--- config.mk ---
export PLATFORM = sky130hd
export DESIGN_NAME = two_out_of_five_tx
export DESIGN_NICKNAME = d
export VERILOG_FILES = /design/src/rtl/two_out_of_five_pkg.sv /design/src/rtl/two_out_of_five_enc.sv /design/src/rtl/two_out_of_five_tx.sv
export SDC_FILE = /design/constraint.sdc
export NUM_CORES = 1
export LEC_CHECK = 0
export ABC_AREA = 0
export CELL_PAD_IN_SITES_DETAIL_PLACEMENT = 0
export CELL_PAD_IN_SITES_GLOBAL_PLACEMENT = 1
export CORE_AREA = 2 2 65 67
export CTS_CLUSTER_DIAMETER = 40
export DETAILED_ROUTE_END_ITERATION = 10
export DIE_AREA = 0 0 67 69
export GPL_ROUTABILITY_DRIVEN = 0
export PLACE_DENSITY = 0.72
export SKIP_LAST_GASP = 1
export SLEW_MARGIN = 30
export SYNTH_ARGS = -nofsm -noshare
export SYNTH_HDL_FRONTEND = slang
export SYNTH_HIERARCHICAL = 1
export SYNTH_SLANG_ARGS = --single-unit
--- constraint.sdc ---
create_clock -name clk -period 2.6 [get_ports clk]
set_input_delay 0.52 -clock clk [delete_from_list [all_inputs] [get_ports clk]]
set_output_delay 0.52 -clock clk [all_outputs]
set_load 0.05 [all_outputs]
--- src/rtl/two_out_of_five_pkg.sv ---
// Shared definitions for the 2-out-of-5 serial transmitter: state encoding,
// the 7-4-2-1-0 codeword table and frame constants.
package two_out_of_five_pkg;

   typedef enum logic [1:0] {
      IDLE  = 2'd0,
      START = 2'd1,
      DATA  = 2'd2,
      STOP  = 2'd3
   } tx_state_t;

   localparam int NUM_BITS  = 5;
   localparam int MAX_DIGIT = 9;

   // Index n holds the codeword for digit n, bit 4 = a (weight 7), bit 0 = e (weight 0).
   localparam logic [9:0][4:0] ENC_TABLE = {
      5'b10100,  // 9
      5'b10010,  // 8
      5'b10001,  // 7
      5'b01100,  // 6
      5'b01010,  // 5
      5'b01001,  // 4
      5'b00110,  // 3
      5'b00101,  // 2
      5'b00011,  // 1
      5'b11000   // 0
   };

   // Out-of-range digits map to all zeros so they can never look like a legal codeword.
   function automatic logic [4:0] encode_digit(input logic [3:0] digit);
      logic [4:0] code;
      code = 5'b00000;
      case (digit)
         4'd0:    code = ENC_TABLE[0];
         4'd1:    code = ENC_TABLE[1];
         4'd2:    code = ENC_TABLE[2];
         4'd3:    code = ENC_TABLE[3];
         4'd4:    code = ENC_TABLE[4];
         4'd5:    code = ENC_TABLE[5];
         4'd6:    code = ENC_TABLE[6];
         4'd7:    code = ENC_TABLE[7];
         4'd8:    code = ENC_TABLE[8];
         4'd9:    code = ENC_TABLE[9];
         default: code = 5'b00000;
      endcase
      return code;
   endfunction

endpackage

--- src/rtl/two_out_of_five_enc.sv ---
// Combinational BCD to 2-out-of-5 encoder; flags digits above 9 as invalid.
module two_out_of_five_enc
   import two_out_of_five_pkg::*;
(
   input  logic [3:0] digit,
   output logic [4:0] code,
   output logic       invalid
);

   always_comb begin
      invalid = (digit > 4'(MAX_DIGIT));
      code    = encode_digit(digit);
   end

endmodule

--- src/rtl/two_out_of_five_tx.sv ---
// 2-out-of-5 serial transmitter: start bit, five code bits MSB first, stop bit,
// each BIT_CYCLES clocks long. Every output is registered.
module two_out_of_five_tx
   import two_out_of_five_pkg::*;
#(
   parameter int BIT_CYCLES = 4
)(
   input  logic       clk,
   input  logic       rst,
   input  logic       start,
   input  logic [3:0] digit,
   output logic       sout,
   output logic       a,
   output logic       b,
   output logic       c,
   output logic       d,
   output logic       e,
   output logic       busy,
   output logic       done,
   output logic       err,
   output tx_state_t  dbg_state
);

   localparam logic [7:0] LAST_CNT = 8'(BIT_CYCLES - 1);
   localparam logic [2:0] LAST_IDX = 3'(NUM_BITS - 1);

   // Handshake: start is a one-cycle request, honoured only in IDLE or in the
   // done cycle of a frame; any other start strobe is dropped silently.

   tx_state_t  state, state_n;
   logic [7:0] cnt, cnt_n;
   logic [2:0] idx, idx_n;
   logic [4:0] code_q, code_n;
   logic       sout_n, busy_n, done_n, err_n;
   logic       load, reject, bit_end;
   logic [4:0] enc_code;
   logic       enc_invalid;

   two_out_of_five_enc u_enc (
      .digit   (digit),
      .code    (enc_code),
      .invalid (enc_invalid)
   );

   assign bit_end = (cnt == LAST_CNT);

   // State register, including the output flops fed from the output process.
   always_ff @(posedge clk or posedge rst) begin
      if (rst) begin
         state  <= IDLE;
         cnt    <= 8'd0;
         idx    <= 3'd0;
         code_q <= 5'b00000;
         sout   <= 1'b1;
         busy   <= 1'b0;
         done   <= 1'b0;
         err    <= 1'b0;
      end else begin
         state  <= state_n;
         cnt    <= cnt_n;
         idx    <= idx_n;
         code_q <= code_n;
         sout   <= sout_n;
         busy   <= busy_n;
         done   <= done_n;
         err    <= err_n;
      end
   end

   // Next-state logic. The last STOP cycle behaves like IDLE for start so
   // back-to-back frames run with no idle gap.
   always_comb begin
      state_n = state;
      cnt_n   = cnt;
      idx_n   = idx;
      load    = 1'b0;
      reject  = 1'b0;
      case (state)
         IDLE: begin
            if (start) begin
               if (enc_invalid) begin
                  reject = 1'b1;
               end else begin
                  load    = 1'b1;
                  state_n = START;
                  cnt_n   = 8'd0;
               end
            end
         end
         START: begin
            if (bit_end) begin
               state_n = DATA;
               cnt_n   = 8'd0;
               idx_n   = 3'd0;
            end else begin
               cnt_n = cnt + 8'd1;
            end
         end
         DATA: begin
            if (bit_end) begin
               cnt_n = 8'd0;
               if (idx == LAST_IDX) begin
                  state_n = STOP;
               end else begin
                  idx_n = idx + 3'd1;
               end
            end else begin
               cnt_n = cnt + 8'd1;
            end
         end
         STOP: begin
            if (bit_end) begin
               cnt_n   = 8'd0;
               state_n = IDLE;
               if (start) begin
                  if (enc_invalid) begin
                     reject = 1'b1;
                  end else begin
                     load    = 1'b1;
                     state_n = START;
                  end
               end
            end else begin
               cnt_n = cnt + 8'd1;
            end
         end
         default: begin
            state_n = IDLE;
            cnt_n   = 8'd0;
            idx_n   = 3'd0;
         end
      endcase
   end

   // Output logic: computes what each output flop will hold in the next cycle.
   always_comb begin
      code_n = load ? enc_code : code_q;
      sout_n = 1'b1;
      case (state_n)
         START:   sout_n = 1'b0;
         DATA:    sout_n = code_n[LAST_IDX - idx_n];
         default: sout_n = 1'b1;
      endcase
      busy_n = (state_n != IDLE);
      done_n = (state_n == STOP) && (cnt_n == LAST_CNT);
      err_n  = reject;
   end

   assign {a, b, c, d, e} = code_q;
   assign dbg_state       = state;

endmodule

**Word-level counts from Yosys, hierarchy flattened**

Memory sizes are Yosys's and may differ from the RTL's.
Cells that the tools add are included.

- Memory bits (read-only): 80
- Register bits: 22
- Logic and storage cells: 56
- Input bits: 7
- Memories kept: 1

Memories:

| memory | words | bits a word | rd ports | clocked after Yosys merged registers in | wr ports | line | text |
|---|---|---|---|---|---|---|---|
| (no name shown) | 16 | 5 | 1 | 0 | 0 | two_out_of_five_pkg.sv:33 | `case (digit)` |

- Add/sub/neg operators: 3
- Mux-type cells: 29
- Equality and inequality tests: 9
- $lt $le $gt $ge: 2
- Reduce and logical (&&, ||, !) cells: 4

Operators with widths:

| kind | number |
|---|---|
| 8-bit 2-to-1 mux | 3 |
| 8-bit by 2-bit == test with 1-bit output, second input constant | 2 |
| 8-bit one-hot mux with 2 select lines | 1 |
| 2-bit 2-to-1 mux | 6 |
| 1-bit 2-to-1 mux | 9 |
| 3-bit 2-to-1 mux | 3 |
| 8-bit by 1-bit adder with 8-bit output, second input constant | 1 |
| 2-bit == test, second input constant | 4 |
| 2-bit one-hot mux with 4 select lines | 1 |
| 1-bit one-hot mux with 2 select lines | 3 |
| 3-bit one-hot mux with 2 select lines | 1 |
| 5-bit 2-to-1 mux | 1 |
| 2-bit by 1-bit == test with 1-bit output, second input constant | 2 |
| 4-bit > comparator, second input constant | 1 |
| 3-bit by 4-bit < comparator with 1-bit output, second input constant | 1 |
| 3-bit by 1-bit adder with 3-bit output, second input constant | 1 |
| 1-bit binary-select mux with 3-bit select | 1 |
| 3-bit == test, second input constant | 1 |
| 3-bit OR reduction | 1 |
| 3-bit subtractor, first input constant | 1 |
| 2-bit logical NOT | 1 |
| 2-bit nonzero test | 1 |
| 1-bit logical AND | 1 |

**Depth between registers and ports, before layout**

- Depth in word-level cells: 9
- Mapped depth: 11
- Depth with buffers taken out: 11

**Cells and area by module**

Netlist, hierarchy kept.

By module, submodules not included:

| module | instances | cells each | area each (um^2) |
|---|---|---|---|
| two_out_of_five_tx | 1 | 143 | 1332.5 |
| two_out_of_five_enc | 1 | 26 | 203.9 |

**Least setup slack after synthesis**

OpenSTA, ideal clock, no wires.

- Path type: reg-to-reg
- Start: register state[0], in the netlist dbg_state[0]
- End: register sout
- Buffers on the path: 0
- Stages on the path, launching flop included: 11
- Slack: 0.012 ns
- Library setup time: 0.081 ns
- Data arrival time: 2.507 ns
- Required time: 2.519 ns
- Cells stage by stage: dfrtp_1 inv_1 ha_1 nand3_1 mux2i_1 a21o_1 clkinv_2 ha_1 xnor2_1 o311a_1 a32oi_1

- Cells in the longest elaborated chain, start to end: 6
- Elaborated cells on any way between the ends: 20
- Those cells by class: 1 x add/sub; 5 x eq/ne; 13 x mux; 1 x reduce/logical

Ends and longest elaborated chain:

| item | line | text |
|---|---|---|
| start: declaration | two_out_of_five_tx.sv:30 | `tx_state_t state, state_n;` |
| start signal: assignment | two_out_of_five_tx.sv:59 | `state <= state_n;` |
| 2-bit == test or 2-bit by 1-bit == test with 1-bit output (tied branches) | two_out_of_five_tx.sv:78 | `case (state)` |
| 3-bit one-hot mux with 2 select lines * | two_out_of_five_tx.sv:78 |  |
| via idx_n[0] | two_out_of_five_tx.sv:32 | `logic [2:0] idx, idx_n;` |
| 3-bit subtractor * | two_out_of_five_tx.sv:141 | `DATA: sout_n = code_n[LAST_IDX - idx_n];` |
| 1-bit binary-select mux with 3-bit select * | two_out_of_five_tx.sv:141 |  |
| 1-bit 2-to-1 mux (implied by the code) * | two_out_of_five_tx.sv:141 |  |
| 1-bit one-hot mux with 2 select lines * | two_out_of_five_tx.sv:139 | `case (state_n)` |
| via sout_n | two_out_of_five_tx.sv:34 | `logic sout_n, busy_n, done_n, err_n;` |
| end signal: assignment | two_out_of_five_tx.sv:63 | `sout <= sout_n;` |
| end: declaration | two_out_of_five_tx.sv:12 | `output logic sout,` |

The timed path passes the listed nets; every way through them passes the cells marked *. The select of a mux whose other input is x is not followed.

**Worst setup path after layout**

- Start: input port digit[1]
- End: register done

- Elaborated cells on any way between the ends: 13
- Those cells by class: 1 x order compare; 2 x eq/ne; 9 x mux; 1 x reduce/logical

RTL lines:

| item | line | text |
|---|---|---|
| start: declaration | two_out_of_five_tx.sv:11 | `input logic [3:0] digit,` |
| 4-bit > comparator | two_out_of_five_enc.sv:11 | `invalid = (digit > 4'(MAX_DIGIT));` |
| via enc_invalid | two_out_of_five_tx.sv:37 | `logic enc_invalid;` |
| 8-bit 2-to-1 mux | two_out_of_five_tx.sv:81 | `if (enc_invalid) begin` |
| 8-bit 2-to-1 mux | two_out_of_five_tx.sv:80 | `if (start) begin` |
| 8-bit one-hot mux with 2 select lines | two_out_of_five_tx.sv:78 |  |
| via cnt_n[2] | two_out_of_five_tx.sv:31 | `logic [7:0] cnt, cnt_n;` |
| 8-bit by 2-bit == test with 1-bit output | two_out_of_five_tx.sv:145 | `done_n = (state_n == STOP) && (cnt_n == LAST_CNT);` |
| 1-bit logical AND | two_out_of_five_tx.sv:145 |  |
| via done_n | two_out_of_five_tx.sv:34 |  |
| end signal: assignment | two_out_of_five_tx.sv:65 | `done <= done_n;` |
| end: declaration | two_out_of_five_tx.sv:19 | `output logic done,` |

The timed path passes the listed nets, and every way through them passes these cells.

==> reports/metrics.cfg <==
[clocking]
clk_latency_ns = 0.26
ctsLongestPathBuffers = 2
cts_buffers = 3
cts_max_level = 1
cts_tree = built
clkTransAtPathRegs_ns = 0.08
cts_sinks = 22
cts_root_buf = clkbuf_8
postCtsHoldBufs = 0

[power_and_ir_drop]
p_leak_nw = 1.04
power.density_mw_per_mm2 = 1000
finalPower_mw = 2.17
switching_share = 0.450
ir_drop_mv = 0.412
internal-power_mw = 1.19
combPwrFrac = 0.667
pwr-share-seq = 0.231
p_clk_frac = 0.102
p_sw_mw = 0.977

[worst_setup_path]
arrival_ns = 2.65
cp_top_family = simple AND/OR/NAND/NOR gates
cp_slowest_cell = or4bb_1
critPathRequiredTime_ns = 2.77
endpoint_kind = flop
critPathMostFrequentCell = o21ai_1
worstPathMaxFanout = 6
cp_num_buf_inv = 2
critical_path_class = in -> reg
worstPathCellList = dlygate4sd2_1 > inv_2 > ha_2 > nor2_1 > o21a_1 > nand2b_4 > and2_4 > o21ai_1 > o21ai_1 > or4bb_1 > nor4_2
max_stage_delay_ns = 0.55
critPathLaunchType = input pin

[logic_synthesis]
postSynthAreaPerCell_um2 = 9.09
yosysWarnings = 6
synth_ff_type = dfrtp_1
ys_types = 46
synthArstFlopShare = 1.00
synth_edf_count = 0
synthesis.instances = 169
synthesis.nets = 189
synth_top_area_frac = 0.342
synth_top_cells_by_area = dfrtp_1 34%, ha_1 11%, nand2_1 7.6%
ys_ff_latch = 22
synth_area_mm2 = 0.00154
yosysTopAreaCell = dfrtp_1
yosysSeqAreaShare = 0.359

[sta]
worst_slack_ns = 0.124
fmax_ghz = 0.404
setup_viol = 0
clock_skew_ns = 0.00358
relSlewSlack = 0.664
post-route-period-util = 0.952
tightest_slew_ns = 0.503
period_needed_ns = 2.48
final-hold-violation-count = 0
drv_slew = 0

[place]
dpl_worst_slack_ns = -0.480
hpwl_mm = 2.96
dp.cells = 275
placement.cell_area_mm2 = 0.00205
io_buffer_count = 17

[run_status]
status = complete, no violations

[drt]
viasPerCell = 5.12
wl_per_cell_um = 13.3
first_pass_iters = 4
antenna_left = 0
wl_mm = 3.75
drt_iter0_markers = 58
routed-via-count = 1444
drc_errors = 0

[finish]
fin_area_mm2 = 0.00217
syn_to_final_growth_pct = 41.0
stdcell_count = 282
antenna-diode-count = 0
utilization = 0.553
drive_gt1_frac = 0.310
final_common_cell = buf_4
mostFrequentLayoutCells = 46 x buf_4, 31 x nand2_1, 21 x dfrtp_1
final_nets = 253

[global_route]
grt_pass1_vias = 1504
gr-total-overflow = 0
gr-usage-all-layers = 0.172
grt_max_degree = 23
antenna_found_initial = 0
grt_pass1_wl_mm = 6.42

[floorplanning]
die_area_mm2 = 0.00462
coreArea_mm2 = 0.00391
die_y_um = 69
ios = 18
row_count = 23
start_util = 0.393
die_w_um = 67

[flow_run]
drv_cap = 0

[min_path]
hp-class = reg -> reg

## synthesized netlist by cell type (2+ instances only)
library cell  instances
o211ai_1              2
nor2_1                6
nand3_1               7
a31oi_1               2
mux2i_1               5
a21oi_1               7
ha_1                 13
xnor2_1               2
mux2_2                2
and3_1                2
nor3_1                4
o21ai_0               8
o21ai_1               5
o31ai_1               3
nand2_1              31
inv_1                13
buf_6                 3
a21o_1                2
dfrtp_1              21
nand2b_1              3
o21a_1                3
## state kept, by name, indices dropped and copies added (netlist names)
name	count
busy	1
cnt	8
code_q	5
dbg_state	2
done	1
err	1
idx	3
sout	1
## logic make-up (layout without fill, tap and decap cells)
family                   Yosys count  after routing  synth area share
AND/OR/NAND/NOR                   66             66             0.239
AO/OA/AOI/OAI                     40             40             0.172
flip-flops                        22             22             0.359
buffers and inverters             18             81            0.0594
adder cells (fa/ha/maj)           13             13             0.106
multiplexers                       7              7            0.0472
XOR/XNOR                           3              3            0.0171
## power groups by stage
stage | clock network, mW | registers, mW | logic (mW)
detailed placement | 0 | 0.507 | 1.38
CTS | 0.228 | 0.500 | 1.42
global route | 0.241 | 0.514 | 1.57
floorplan | 0 | 0.752 | 0.588
global placement | 0 | 0.501 | 1.36
finish | 0.222 | 0.501 | 1.45
## metal layers
metal	track usage	wire, um
met5	0	0
met4	0.0544	50
met3	0.0114	110
met2	0.297	1870
met1	0.225	1720
## stage by stage
stage          setup TNS [ns]  hold WS [ns]
6_report                    0         0.542
3_3_place_gp            -1.20         0.535
2_1_floorplan               0         0.508
4_1_cts                     0         0.551
5_1_grt               -0.0440         0.576
3_5_place_dp            -1.63         0.532
## final cells by class
type	count	area, um2
sequential	22	552
tap	50	62.6
fill	384	1750
multi-input combinational	129	940
inverter	14	53.8
clock buffer	4	45.0
timing repair buffer	63	513
## final timing paths
kind | from | to | slack [ns] | cells past startpoint
worst max-delay path | digit[1] | done$_DFF_PP0_ | 0.12 | 11
worst min-delay path | code_q[4]$_DFF_PP0_ | code_q[4]$_DFF_PP0_ | 0.54 | 1
worst max register to register | cnt[0]$_DFF_PP0_ | sout$_DFF_PP1_ | 0.14 | 10
worst min register to register | code_q[4]$_DFF_PP0_ | code_q[4]$_DFF_PP0_ | 0.54 | 1
max in group asynchronous | rst | sout$_DFF_PP1_ | 1.72 | 3
min in group asynchronous | rst | cnt[0]$_DFF_PP0_ | 0.59 | 3
## worst register-to-register path: stages, from the launching register on
cell and delay (ns):
dfrtp_1 0.36, ha_2 0.20, or4b_4 0.48, o21ai_2 0.14, nand2_1 0.12, a21o_1 0.23, clkinv_2 0.05, ha_1 0.14
xnor2_1 0.10, o311a_1 0.34, a32oi_1 0.21
## repair_timing
action,CTS,global route
setup endpoints to repair,3,2
resized for setup,11,6
pin swaps,2,2
setup buffers,2,1
No activity file was read; power rests on OpenSTA's default activity.
